[config.mk]
export PLATFORM = sky130hd
export DESIGN_NAME = rsff_pulse_driver
export DESIGN_NICKNAME = d
export VERILOG_FILES = /design/src/rtl/rsff_pulse_driver.sv
export SDC_FILE = /design/constraint.sdc
export NUM_CORES = 1
export LEC_CHECK = 0
export BUFFER_PORTS_ARGS = -buffer_cell sky130_fd_sc_hd__buf_4
export CORE_UTILIZATION = 45
export CTS_BUF_LIST = sky130_fd_sc_hd__clkbuf_8 sky130_fd_sc_hd__clkbuf_16
export DETAILED_ROUTE_END_ITERATION = 8
export PLACE_DENSITY_LB_ADDON = 0.3
export SLEW_MARGIN = 20
export SYNTH_ARGS = -nofsm -noshare
export SYNTH_HDL_FRONTEND = slang
export SYNTH_SLANG_ARGS = --single-unit
[constraint.sdc]
create_clock -name clk -period 1.6 [get_ports clk]
set_input_delay 0.16 -clock clk [delete_from_list [all_inputs] [get_ports clk]]
set_output_delay 0.16 -clock clk [all_outputs]
set_load 0.05 [all_outputs]
[src/rtl/rsff_pulse_driver.sv]
// rsff_pulse_driver: registered, non-overlapping set/reset pulses for a NOR RS latch.
// Optional q feedback check is built with RSFF_PULSE_DRIVER_FBCHK_EN.
module rsff_pulse_driver #(
  parameter int unsigned PW  = 2,
  parameter int unsigned GAP = 1
) (
  input  logic       clk,
  input  logic       n_res,
  input  logic       cmd_valid,
  input  logic       cmd_set,
  input  logic [1:0] cmd_sel,
  output logic       cmd_ready,
  output logic       s,
  output logic       res1,
  output logic       res2,
  output logic       res3,
  output logic       busy,
  output logic       shadow_q,
  input  logic       q_fb,
  output logic       fb_err
);

  typedef enum logic [1:0] {IDLE, PULSE, GUARD} state_t;

  localparam logic [3:0] PW_LAST  = (PW == 0) ? 4'd0 : 4'(PW - 1);
  localparam logic [3:0] GAP_LAST = (GAP == 0) ? 4'd0 : 4'(GAP - 1);

  state_t     state_q, state_d;
  logic [3:0] cnt_q, cnt_d;
  logic       set_q, set_d;
  logic       s_q, s_d;
  logic [2:0] res_q, res_d;
  logic       busy_q, busy_d;
  logic       ready_q, ready_d;
  logic       shadow_d;

  function automatic logic [2:0] sel_lines(input logic [1:0] sel);
    logic [2:0] r;
    unique case (sel)
      2'd0:    r = 3'b001;
      2'd1:    r = 3'b010;
      2'd2:    r = 3'b100;
      default: r = 3'b111;
    endcase
    return r;
  endfunction

  always_comb begin
    state_d  = state_q;
    cnt_d    = cnt_q;
    set_d    = set_q;
    s_d      = s_q;
    res_d    = res_q;
    busy_d   = busy_q;
    ready_d  = ready_q;
    shadow_d = shadow_q;
    unique case (state_q)
      IDLE: begin
        s_d     = 1'b0;
        res_d   = 3'b000;
        busy_d  = 1'b0;
        ready_d = 1'b1;
        if (cmd_valid && ready_q) begin
          state_d = PULSE;
          cnt_d   = PW_LAST;
          set_d   = cmd_set;
          s_d     = cmd_set;
          res_d   = cmd_set ? 3'b000 : sel_lines(cmd_sel);
          busy_d  = 1'b1;
          ready_d = 1'b0;
        end
      end
      PULSE: begin
        if (cnt_q == 4'd0) begin
          s_d      = 1'b0;
          res_d    = 3'b000;
          shadow_d = set_q;
          if (GAP != 0) begin
            state_d = GUARD;
            cnt_d   = GAP_LAST;
          end else begin
            state_d = IDLE;
            busy_d  = 1'b0;
            ready_d = 1'b1;
          end
        end else begin
          cnt_d = cnt_q - 4'd1;
        end
      end
      GUARD: begin
        if (cnt_q == 4'd0) begin
          state_d = IDLE;
          busy_d  = 1'b0;
          ready_d = 1'b1;
        end else begin
          cnt_d = cnt_q - 4'd1;
        end
      end
      default: begin
        state_d = IDLE;
        cnt_d   = 4'd0;
        s_d     = 1'b0;
        res_d   = 3'b000;
        busy_d  = 1'b0;
        ready_d = 1'b0;
      end
    endcase
  end

  always_ff @(posedge clk) begin
    if (!n_res) begin
      state_q  <= IDLE;
      cnt_q    <= 4'd0;
      set_q    <= 1'b0;
      s_q      <= 1'b0;
      res_q    <= 3'b000;
      busy_q   <= 1'b0;
      ready_q  <= 1'b0;
      shadow_q <= 1'b0;
    end else begin
      state_q  <= state_d;
      cnt_q    <= cnt_d;
      set_q    <= set_d;
      s_q      <= s_d;
      res_q    <= res_d;
      busy_q   <= busy_d;
      ready_q  <= ready_d;
      shadow_q <= shadow_d;
    end
  end

`ifdef RSFF_PULSE_DRIVER_FBCHK_EN
  logic chk_q, chk_d;
  logic fb_err_q, fb_err_d;

  // chk_q marks the first cycle after a pulse, when the latch has settled
  always_comb begin
    chk_d    = (state_q == PULSE) && (cnt_q == 4'd0);
    fb_err_d = fb_err_q | (chk_q & (q_fb != shadow_q));
  end

  always_ff @(posedge clk) begin
    if (!n_res) begin
      chk_q    <= 1'b0;
      fb_err_q <= 1'b0;
    end else begin
      chk_q    <= chk_d;
      fb_err_q <= fb_err_d;
    end
  end

  assign fb_err = fb_err_q;
`else
  logic unused_q_fb;
  assign unused_q_fb = q_fb;
  assign fb_err      = 1'b0;
`endif

  assign cmd_ready = ready_q;
  assign s         = s_q;
  assign res1      = res_q[0];
  assign res2      = res_q[1];
  assign res3      = res_q[2];
  assign busy      = busy_q;

endmodule

==> flow_metrics.tcl, run 1 <==
set metrics [dict create \
    postSynthCellCount 88 \
    dp_hpwl_um 1082 \
    insertion_delay_ns 0.25 \
    vias 665 \
    io_buffers 12 \
    cts_root_buf "clkbuf_8" \
    ys_async_sr_fraction 0 \
    setup_slack_ns 0.06893 \
    violations "design-rule violations" \
    ant_nets 0 \
    overflow 0 \
    timing.hold.ws_ns 0.2331 \
    firstDrtPassIters 6 \
    grt_max_degree 16 \
    antenna_found_initial 0 \
    syn_area_per_cell_um2 8.858 \
    final_util 0.6067 \
    holdBufCountCts 0 \
    grt_pass1_wl_um 2566 \
    gp_congestion 0.7116 \
    htree_num_levels 1 \
    grt_usage 0.1881 \
    setup_viol_count_final 0 \
    fin_skew_ns 0.003088 \
    holdCritPathClass "in -> reg" \
    hold_viol 0 \
    cp-end-kind "register" \
    synth-edff-count 0 \
    critical_path_class "reg -> reg" \
    path_delay_family "compound AO/OA/AOI/OAI gates" \
    critical_path_peak_fanout 5 \
    drive_above_1_share 0.2255 \
    crit_required_ns 1.78 \
    fin_nets 114 \
    yosysSeqAreaShare 0.3596 \
    synth_cell_type_count 34 \
    diodes 0 \
    slowest_stage "dfxtp_1" \
    cts_tree "yes" \
    clockBufferDepth 2 \
    worstPathCellList "inv_1 -> ha_4 -> nor3b_4 -> buf_4 -> a211oi_1 -> o21bai_1 -> a21boi_1" \
    finalCriticalPeriod_ns 1.531 \
    post-route-period-util 0.9569 \
    fin_area_um2 945.9 \
    die_w_um 43.62 \
    power_mw 0.9378 \
    syn_area_um2 779.5 \
    area_growth_pct 21.35 \
    dpl_worst_slack_ns 0.06866 \
    yosys_warnings 0 \
    ys.flop_type "dfxtp_1" \
    max_clock_freq_ghz 0.6531 \
    pin_count 15 \
    wl_per_cell_um 12.94 \
    max_stage_delay_ns 0.38 \
    dieArea_um2 1903 \
    cts_buffers 3 \
    critPathArrivalTime_ns 1.71 \
    drv_slew 0 \
    path_buf_inv 2 \
    synth.ff_latch_count 14 \
    die_h_um 43.62 \
    powerDensity_nw_per_um2 991.5 \
    wl_um 1527 \
    final_cell_mix "dfxtp_1, buf_4, nand2_1" \
    syn_nets 99 \
    drc 1 \
    num_rows 14 \
    clkTransAtPathRegs_ns 0.06 \
    drt_iter0_drc 14 \
    status "complete, but fails checks" \
    drv_cap 0 \
    dpl_cell_area_um2 870.8 \
    coreArea_um2 1559 \
    via_per_inst 5.636 \
    vdd_drop_max_v 0.0006211 \
    worstSetupStartpointType "register" \
    initial_core_util 0.5000 \
    p_leak_nw 0.3792 \
    cts_sinks 14 \
    first_global_vias 620 \
]
-- cell type report --
| cell class | count | area [um^2] |
|---|---|---|
| Clock buffer | 4 | 55.05 |
| Tap cell | 16 | 20.02 |
| Fill cell | 150 | 613.1 |
| Inverter | 5 | 18.77 |
| Timing Repair Buffer | 14 | 105.1 |
| Multi-Input combinational cell | 65 | 466.7 |
| Sequential cell | 14 | 280.3 |
-- path summary, 6_finish.rpt --
check,endpoint,cells past startpoint,start,slack [ns]
worst min register to register,res_q[2],2,res_q[2],0.46
worst min-delay path,cnt_q[1],2,n_res,0.23
worst max-delay path,cnt_q[0],7,cnt_q[0],0.07
worst max register to register,cnt_q[0],7,cnt_q[0],0.07
-- flip-flops by register name, summed over array words and instances (netlist names) --
register / cells
set_q: 1
busy: 1
cnt_q: 4
s: 1
cmd_ready: 1
shadow_q: 1
res_q: 3
state_q: 2
-- repair_timing --
item                       in CTS  in global routing
setup buffers                   0                  1
setup endpoints to repair       0                  2
gates resized for setup         0                  2
-- cells by family (layout without fill, tap and decap cells) --
family                   count (synthesis)  after routing  synth area share
buffers and inverters                    9             23           0.05778
adder cells (fa/ha/maj)                  4              4           0.06421
other                                    1              1          0.004811
AND/OR/NAND/NOR                         32             32            0.2520
XOR/XNOR                                 1              1           0.01124
flip-flops                              14             14            0.3596
AO/OA/AOI/OAI                           27             27            0.2504
-- report_power, final --
group	internal (mW)	leakage (nW)	total, mW	switching, mW
Combinational	0.0919	0.237	0.205	0.114
Sequential	0.365	0.114	0.385	0.0209
Clock	0.218	0.0288	0.347	0.129
-- Yosys cell counts, types with 2 or more instances --
cell	n	area [um^2]
dfxtp_1	14	280.3
nand2_1	9	33.78
a21boi_0	7	52.55
o21ai_0	7	35.03
inv_1	5	18.77
nor2_1	5	18.77
ha_1	4	50.05
buf_4	3	22.52
nor2b_1	3	18.77
nor3_1	3	15.01
a21boi_1	2	15.01
and2_1	2	12.51
nand2b_1	2	12.51
nand3_1	2	10.01
-- routing by layer --
metal | track usage | share of wire
met1 | 0.2134 | 0.45
met2 | 0.3134 | 0.49
met3 | 0.04167 | 0.043
met4 | 0.1250 | 0.014
met5 | 0 | 0
-- stage by stage --
stage	std cells	setup TNS (ns)
floorplan	88	0
global placement	113	0
detailed placement	113	0
CTS	117	0
global route	118	-0.1006
finish	118	0
Note: power is estimated with default switching activity, not from simulation.
==> run 2, diff against run 1 <==
--- a/config.mk
+++ b/config.mk
@@ -5,6 +5,7 @@
 export SDC_FILE = /design/constraint.sdc
 export NUM_CORES = 1
 export LEC_CHECK = 0
+export ABC_AREA = 1
 export BUFFER_PORTS_ARGS = -buffer_cell sky130_fd_sc_hd__buf_4
 export CORE_UTILIZATION = 45
 export CTS_BUF_LIST = sky130_fd_sc_hd__clkbuf_8 sky130_fd_sc_hd__clkbuf_16
==> run 2 against run 1 <==
  * The flow now finishes without violations
  * Worst setup slack improved by 0.20 ns
  * Count of clock-buffer cells in the layout shrank 1
  * Global-route usage is essentially flat
  * Clock power shrank 19%
  * Critical path type unchanged
  * Wire length fell by 10%
  * Core utilization up 0.77 points
  * Cell area down 11%
  * Sequential power rose by 9.6%
  * Die area is 10% lower
  * Register-to-register slack improved by 0.20 ns
==> flow_metrics.tcl, run 2 <==
set metrics [dict create \
    cts_tree "yes" \
    synth_fa_ha_area_frac 0.07181 \
    cts_sinks 14 \
    critical_path_peak_fanout 4 \
    firstDrtPassIters 4 \
    max_clock_freq_ghz 0.7534 \
    mostFrequentLayoutCell "nand2_1" \
    cp-end-kind "register" \
    critical_path_class "reg -> reg" \
    swShare 0.3586 \
    clkTransAtPathRegs_ns 0.05 \
    combinationalPowerShare 0.318 \
    synth_area_leaders "dfxtp_1, nand2_1, a21oi_1" \
    wl_per_cell_um 10.98 \
    status "completed" \
    regMostFlops "cnt_q" \
    post-route-period-util 0.8296 \
    fin_nets 123 \
    critical_path.most_common_cell "a21oi_1" \
    largest_registers "cnt_q (4), res_q (3), state_q (2)" \
    vias 665 \
    grt_usage 0.1884 \
    num_rows 13 \
    pin_count 15 \
    cts_setup_buffers 0 \
    dp_hpwl_um 1004 \
    largest_reg_flops 4 \
    fin_setup_tns_ns 0 \
    pwr-share-seq 0.409 \
    p_int_mw 0.6626 \
    grt_pass1_wl_um 2063 \
    insertion_delay_ns 0.24 \
    yosys_warnings 0 \
    rrSetupSlack_ns 0.27 \
    max_stage_delay_ns 0.36 \
    die_h_um 41.36 \
    drc 0 \
    clockBufferDepth 2 \
    critPathArrivalTime_ns 1.49 \
    antenna_found_initial 0 \
    ys_async_sr_fraction 0 \
    ant_nets 0 \
    power_frac_clock 0.273 \
    r2r-end "cnt_q[0]" \
    final_cell_mix "nand2_1, dfxtp_1, a21oi_1, buf_4, inv_1" \
    syn_area_per_cell_um2 7.260 \
    path_buf_inv 2 \
    htree_num_levels 1 \
    cts_root_buf "clkbuf_8" \
    cp.depth 7 \
    die_w_um 41.36 \
    drt_iter0_drc 17 \
    timing.hold.ws_ns 0.1838 \
    slowest_stage "dfxtp_1" \
    synth_cell_type_count 20 \
    holdBufCountCts 0 \
    path_delay_family "flip-flops" \
    synth_top_cells_by_count "nand2_1, dfxtp_1, a21oi_1" \
    setup_viol_count_final 0 \
    grt_max_degree 11 \
    ys.flop_type "dfxtp_1" \
    p_sw_mw 0.3705 \
    coreArea_um2 1366 \
    postSynthCellCount 96 \
    diodes 0 \
    yosysTopAreaCell "dfxtp_1" \
    synth_top_family_by_area "simple AND/OR/NAND/NOR gates" \
    synth_xor_area_frac 0 \
    synth.ff_latch_count 14 \
    cp-startpoint "cnt_q[0]" \
    wl_um 1373 \
    worstPathCellList "inv_1 -> ha_1 -> nand2_2 -> inv_2 -> a21oi_1 -> nand2_1 -> a21oi_1" \
    holdCritPathClass "in -> reg" \
    powerDensity_nw_per_um2 1230 \
    fin_skew_ns 0.001295 \
    via_per_inst 5.320 \
    ff2ff_path_depth 7 \
    crit_required_ns 1.77 \
    p_leak_nw 0.3847 \
    synth-edff-count 0 \
    hold_viol 0 \
    syn_nets 107 \
    rsz0062_at_grt "false" \
    io_buffers 12 \
    vdd_drop_max_v 0.0006679 \
    first_global_vias 508 \
    overflow 0 \
    synthSimpleGateAreaFrac 0.2998 \
    synth_most_common_cell "nand2_1" \
    area_growth_pct 20.47 \
    cp-endpoint "cnt_q[0]" \
    yosysSeqAreaShare 0.4022 \
    dieArea_um2 1710 \
    synth_compound_area_frac 0.1346 \
    gp_congestion 0.7570 \
    drv_slew 0 \
    timing.rr.start "cnt_q[0]" \
    initial_core_util 0.5101 \
    worstSetupStartpointType "register" \
    drive_above_1_share 0.2636 \
    syn_area_um2 696.9 \
    drv_cap 0 \
    synth.area.mux_share 0 \
    cts_resized 0 \
    cts_buffers 3 \
    yosys.area.top_type_share 0.4022 \
    finalCriticalPeriod_ns 1.327 \
    fillers 142 \
]
==> run 2: changes by cell type after synthesis, moves of 4 or more <==
cell	delta
inv_2	+4
nand2_2	+5
inv_1	+4
o21ai_0	-6
a21oi_1	+11
nand2_1	+12
a21boi_0	-7
==> run 2: how the worst min path moves through the flow <==
stage / start / end / slack, ns / cells after the start
after global routing: n_res / cnt_q[1] / 0.19 / 3
after global placement: n_res / cnt_q[1] / 0.43 / 3
after floorplan: n_res / cnt_q[1] / 0.29 / 2
after detailed placement: cmd_set / set_q / 0.44 / 3
after CTS: n_res / cnt_q[1] / 0.19 / 3
final: n_res / cnt_q[1] / 0.18 / 3
==> run 2: layout make-up <==
| cell class | count | area [um^2] | share of cell area |
|---|---|---|---|
| repair buffers | 12 | 90.09 | 0.1073 |
| well taps | 15 | 18.77 | 0.02235 |
| clock buffers | 3 | 41.29 | 0.04918 |
| inverters | 14 | 52.55 | 0.06259 |
| flip-flops and latches | 14 | 280.3 | 0.3338 |
| multi-input cells | 67 | 356.6 | 0.4247 |
==> run 2: stage by stage <==
| step | instance area, um^2 | setup WS [ns] | power [mW] | instances | util |
|---|---|---|---|---|---|
| final | 839.6 | 0.2727 | 1.033 | 125 | 0.6145 |
| after global routing | 839.6 | 0.1553 | 1.095 | 125 | 0.6145 |
| after CTS | 839.6 | 0.2899 | 1.038 | 125 | 0.6145 |
| after detailed placement | 798.3 | 0.3126 | 0.7513 | 122 | 0.5842 |
| after global placement | 798.3 | 0.3277 | 0.7433 | 122 | 0.5842 |
| after floorplan | 696.9 | 0.2673 | 0.6793 | 96 | - |
==> run 2: kinds of logic (layout without fill, tap and decap cells) <==
family	Yosys count	after routing
simple gates	44	44
flops	14	14
other cells	1	1
buf+inv	15	29
compound gates	18	18
fa+ha+maj	4	4
==> run 2: metal layers <==
| metal | track usage | share of wire |
|---|---|---|
| met5 | 0 | 0 |
| met4 | 0.09677 | 0.020 |
| met3 | 0.04787 | 0.034 |
| met2 | 0.2969 | 0.51 |
| met1 | 0.2361 | 0.44 |
==> run 2: power groups by stage <==
stage / clock, mW / combinational (mW) / sequential (mW)
final: 0.282 / 0.329 / 0.422
after global routing: 0.301 / 0.365 / 0.428
after CTS: 0.286 / 0.329 / 0.422
after detailed placement: 0 / 0.323 / 0.428
after global placement: 0 / 0.316 / 0.428
after floorplan: 0 / 0.223 / 0.457
==> run 2: worst reg2reg max path, cell delays in order, from the launching register on <==
cell and delay [ns]:
dfxtp_1 0.36, inv_1 0.08, ha_1 0.23, nand2_2 0.12, inv_2 0.07, a21oi_1 0.17
nand2_1 0.09, a21oi_1 0.14
==> run 3, diff against run 2 <==
==> constraint.sdc (replaced) <==
create_clock -name clk -period 1.12 [get_ports clk]
set_input_delay 0.112 -clock clk [delete_from_list [all_inputs] [get_ports clk]]
set_output_delay 0.112 -clock clk [all_outputs]
set_load 0.05 [all_outputs]
==> run 3 against run 2 <==
  * The run now ends with negative setup slack left
  * Via count grew 15%
  * Sequential power grew 47%
  * Critical path depth grew 1
  * Fmax grew 12%
  * Wire length grew 55%
  * Largest power group is now combinational cells
  * Critical path type unchanged
  * Highest routed layer unchanged
  * Count of clock-buffer cells in the layout grew 1
  * Clock skew is essentially flat
==> flow_metrics.tcl, run 3 (same netlist as run 2, synthesis figures left out) <==
set metrics [dict create \
    status "complete, but fails checks" \
    diodes 0 \
    worstSetupStartpointType "register" \
    grt_pass1_wl_um 2601 \
    fin_setup_tns_ns -0.3579 \
    first_global_vias 631 \
    htree_num_levels 1 \
    critPathArrivalTime_ns 1.33 \
    mostFrequentLayoutCell "buf_4" \
    path_delay_family "flip-flops" \
    regMostFlops "cnt_q" \
    grt_usage 0.2416 \
    num_rows 13 \
    post-route-period-util 1.058 \
    wl_um 2133 \
    cts_sinks 14 \
    max_clock_freq_ghz 0.8442 \
    antenna_found_initial 0 \
    max_stage_delay_ns 0.33 \
    ant_nets 0 \
    slowest_stage "dfxtp_2" \
    vdd_drop_max_v 0.001623 \
    firstDrtPassIters 4 \
    clkTransAtPathRegs_ns 0.06 \
    drt_iter0_drc 22 \
    holdCritPathClass "in -> reg" \
    wl_per_cell_um 15.02 \
    dieArea_um2 1710 \
    critical_path_peak_fanout 5 \
    fin_nets 139 \
    holdBufCountCts 0 \
    finalCriticalPeriod_ns 1.185 \
    setup_viol_count_final 9 \
    worstPathCellList "inv_2 -> ha_4 -> nand2_4 -> inv_4 -> nand2_4 -> nand2_4 -> a21oi_2 -> nor2_1" \
    setup_slack_ns -0.06454 \
    gp_congestion 0.7672 \
    largest_reg_flops 4 \
    drive_above_1_share 0.5512 \
    final_cell_mix "buf_4, nand2_1, dfxtp_1" \
    via_per_inst 5.366 \
    die_w_um 41.36 \
    path_buf_inv 2 \
    critical_path.most_common_cell "nand2_4" \
    hold_viol 0 \
    crit_required_ns 1.26 \
    placed_cells 134 \
    cts_root_buf "clkbuf_8" \
    dp_hpwl_um 1138 \
    insertion_delay_ns 0.25 \
    cp-end-kind "register" \
    violations "negative setup slack" \
    final_util 0.8278 \
    fin_skew_ns 0.001357 \
    layout.cells.non_filler 142 \
    timing.hold.ws_ns 0.1216 \
    coreArea_um2 1366 \
    cts_tree "yes" \
    drv_cap 0 \
    cts_buffers 3 \
    pin_count 15 \
    drv_slew 0 \
    clockBufferDepth 2 \
    initial_core_util 0.5101 \
    p_leak_nw 0.5008 \
    overflow 0 \
    grt_max_degree 11 \
    die_h_um 41.36 \
    rsz0062_at_grt "true" \
    largest_registers "cnt_q (4), res_q (3), state_q (2)" \
    critical_path_class "reg -> reg" \
    drc 0 \
    vias 762 \
    powerDensity_nw_per_um2 1813 \
    area_growth_pct 62.30 \
    io_buffers 12 \
]
==> run 3: what timing repair did <==
action                                  in CTS  in global routing
resized for setup                           18                 25
pin swaps                                    2                 10
hold endpoints to repair                     0                  0
cloned                                       0                  0
endpoints found under the setup margin      11                 14
buffers inserted                             1                  3
==> run 3: layout make-up <==
class / instances / area (um^2)
Timing Repair Buffer: 28 / 221.5
Sequential cell: 14 / 294.0
Inverter: 14 / 60.06
Clock buffer: 4 / 55.05
Multi-Input combinational cell: 67 / 481.7
Fill cell: 85 / 235.2
Tap cell: 15 / 18.77
==> run 3: tightest hold or removal path, cell delays in order <==
cell and delay, ns:
buf_4 0.14, o21ai_2 0.05, nor2_1 0.04
==> run 3: through the flow <==
stage / instance area, um^2 / setup slack, ns / total power, mW
global route: 1131 / -0.08912 / 2.103
floorplan: 703.2 / 0.005288 / 0.9758
finish: 1131 / -0.06454 / 2.051
global placement: 894.6 / -0.04270 / 1.164
detailed placement: 894.6 / -0.08551 / 1.185
CTS: 1018 / 0.002433 / 1.830
==> run 3: layer usage <==
metal / GRT usage / vias up / wire (um)
met5: 0 / - / 0
met1: 0.2582 / 339 / 861
met4: 0.09677 / 0 / 90
met2: 0.4570 / 40 / 1051
li1: - / 371 / -
met3: 0.04787 / 12 / 130
==> run 3: power breakdown <==
part           internal (mW)  switching, mW
combinational          0.386          0.534
clock                  0.312          0.201
sequential             0.560         0.0592
==> run 3: final timing paths <==
path,cells past startpoint,from,to,slack [ns]
setup / recovery,8,cnt_q[1],cnt_q[1],-0.06
hold / removal,3,n_res,set_q,0.12
setup reg to reg,8,cnt_q[1],cnt_q[1],-0.06
hold reg to reg,2,busy,busy,0.46
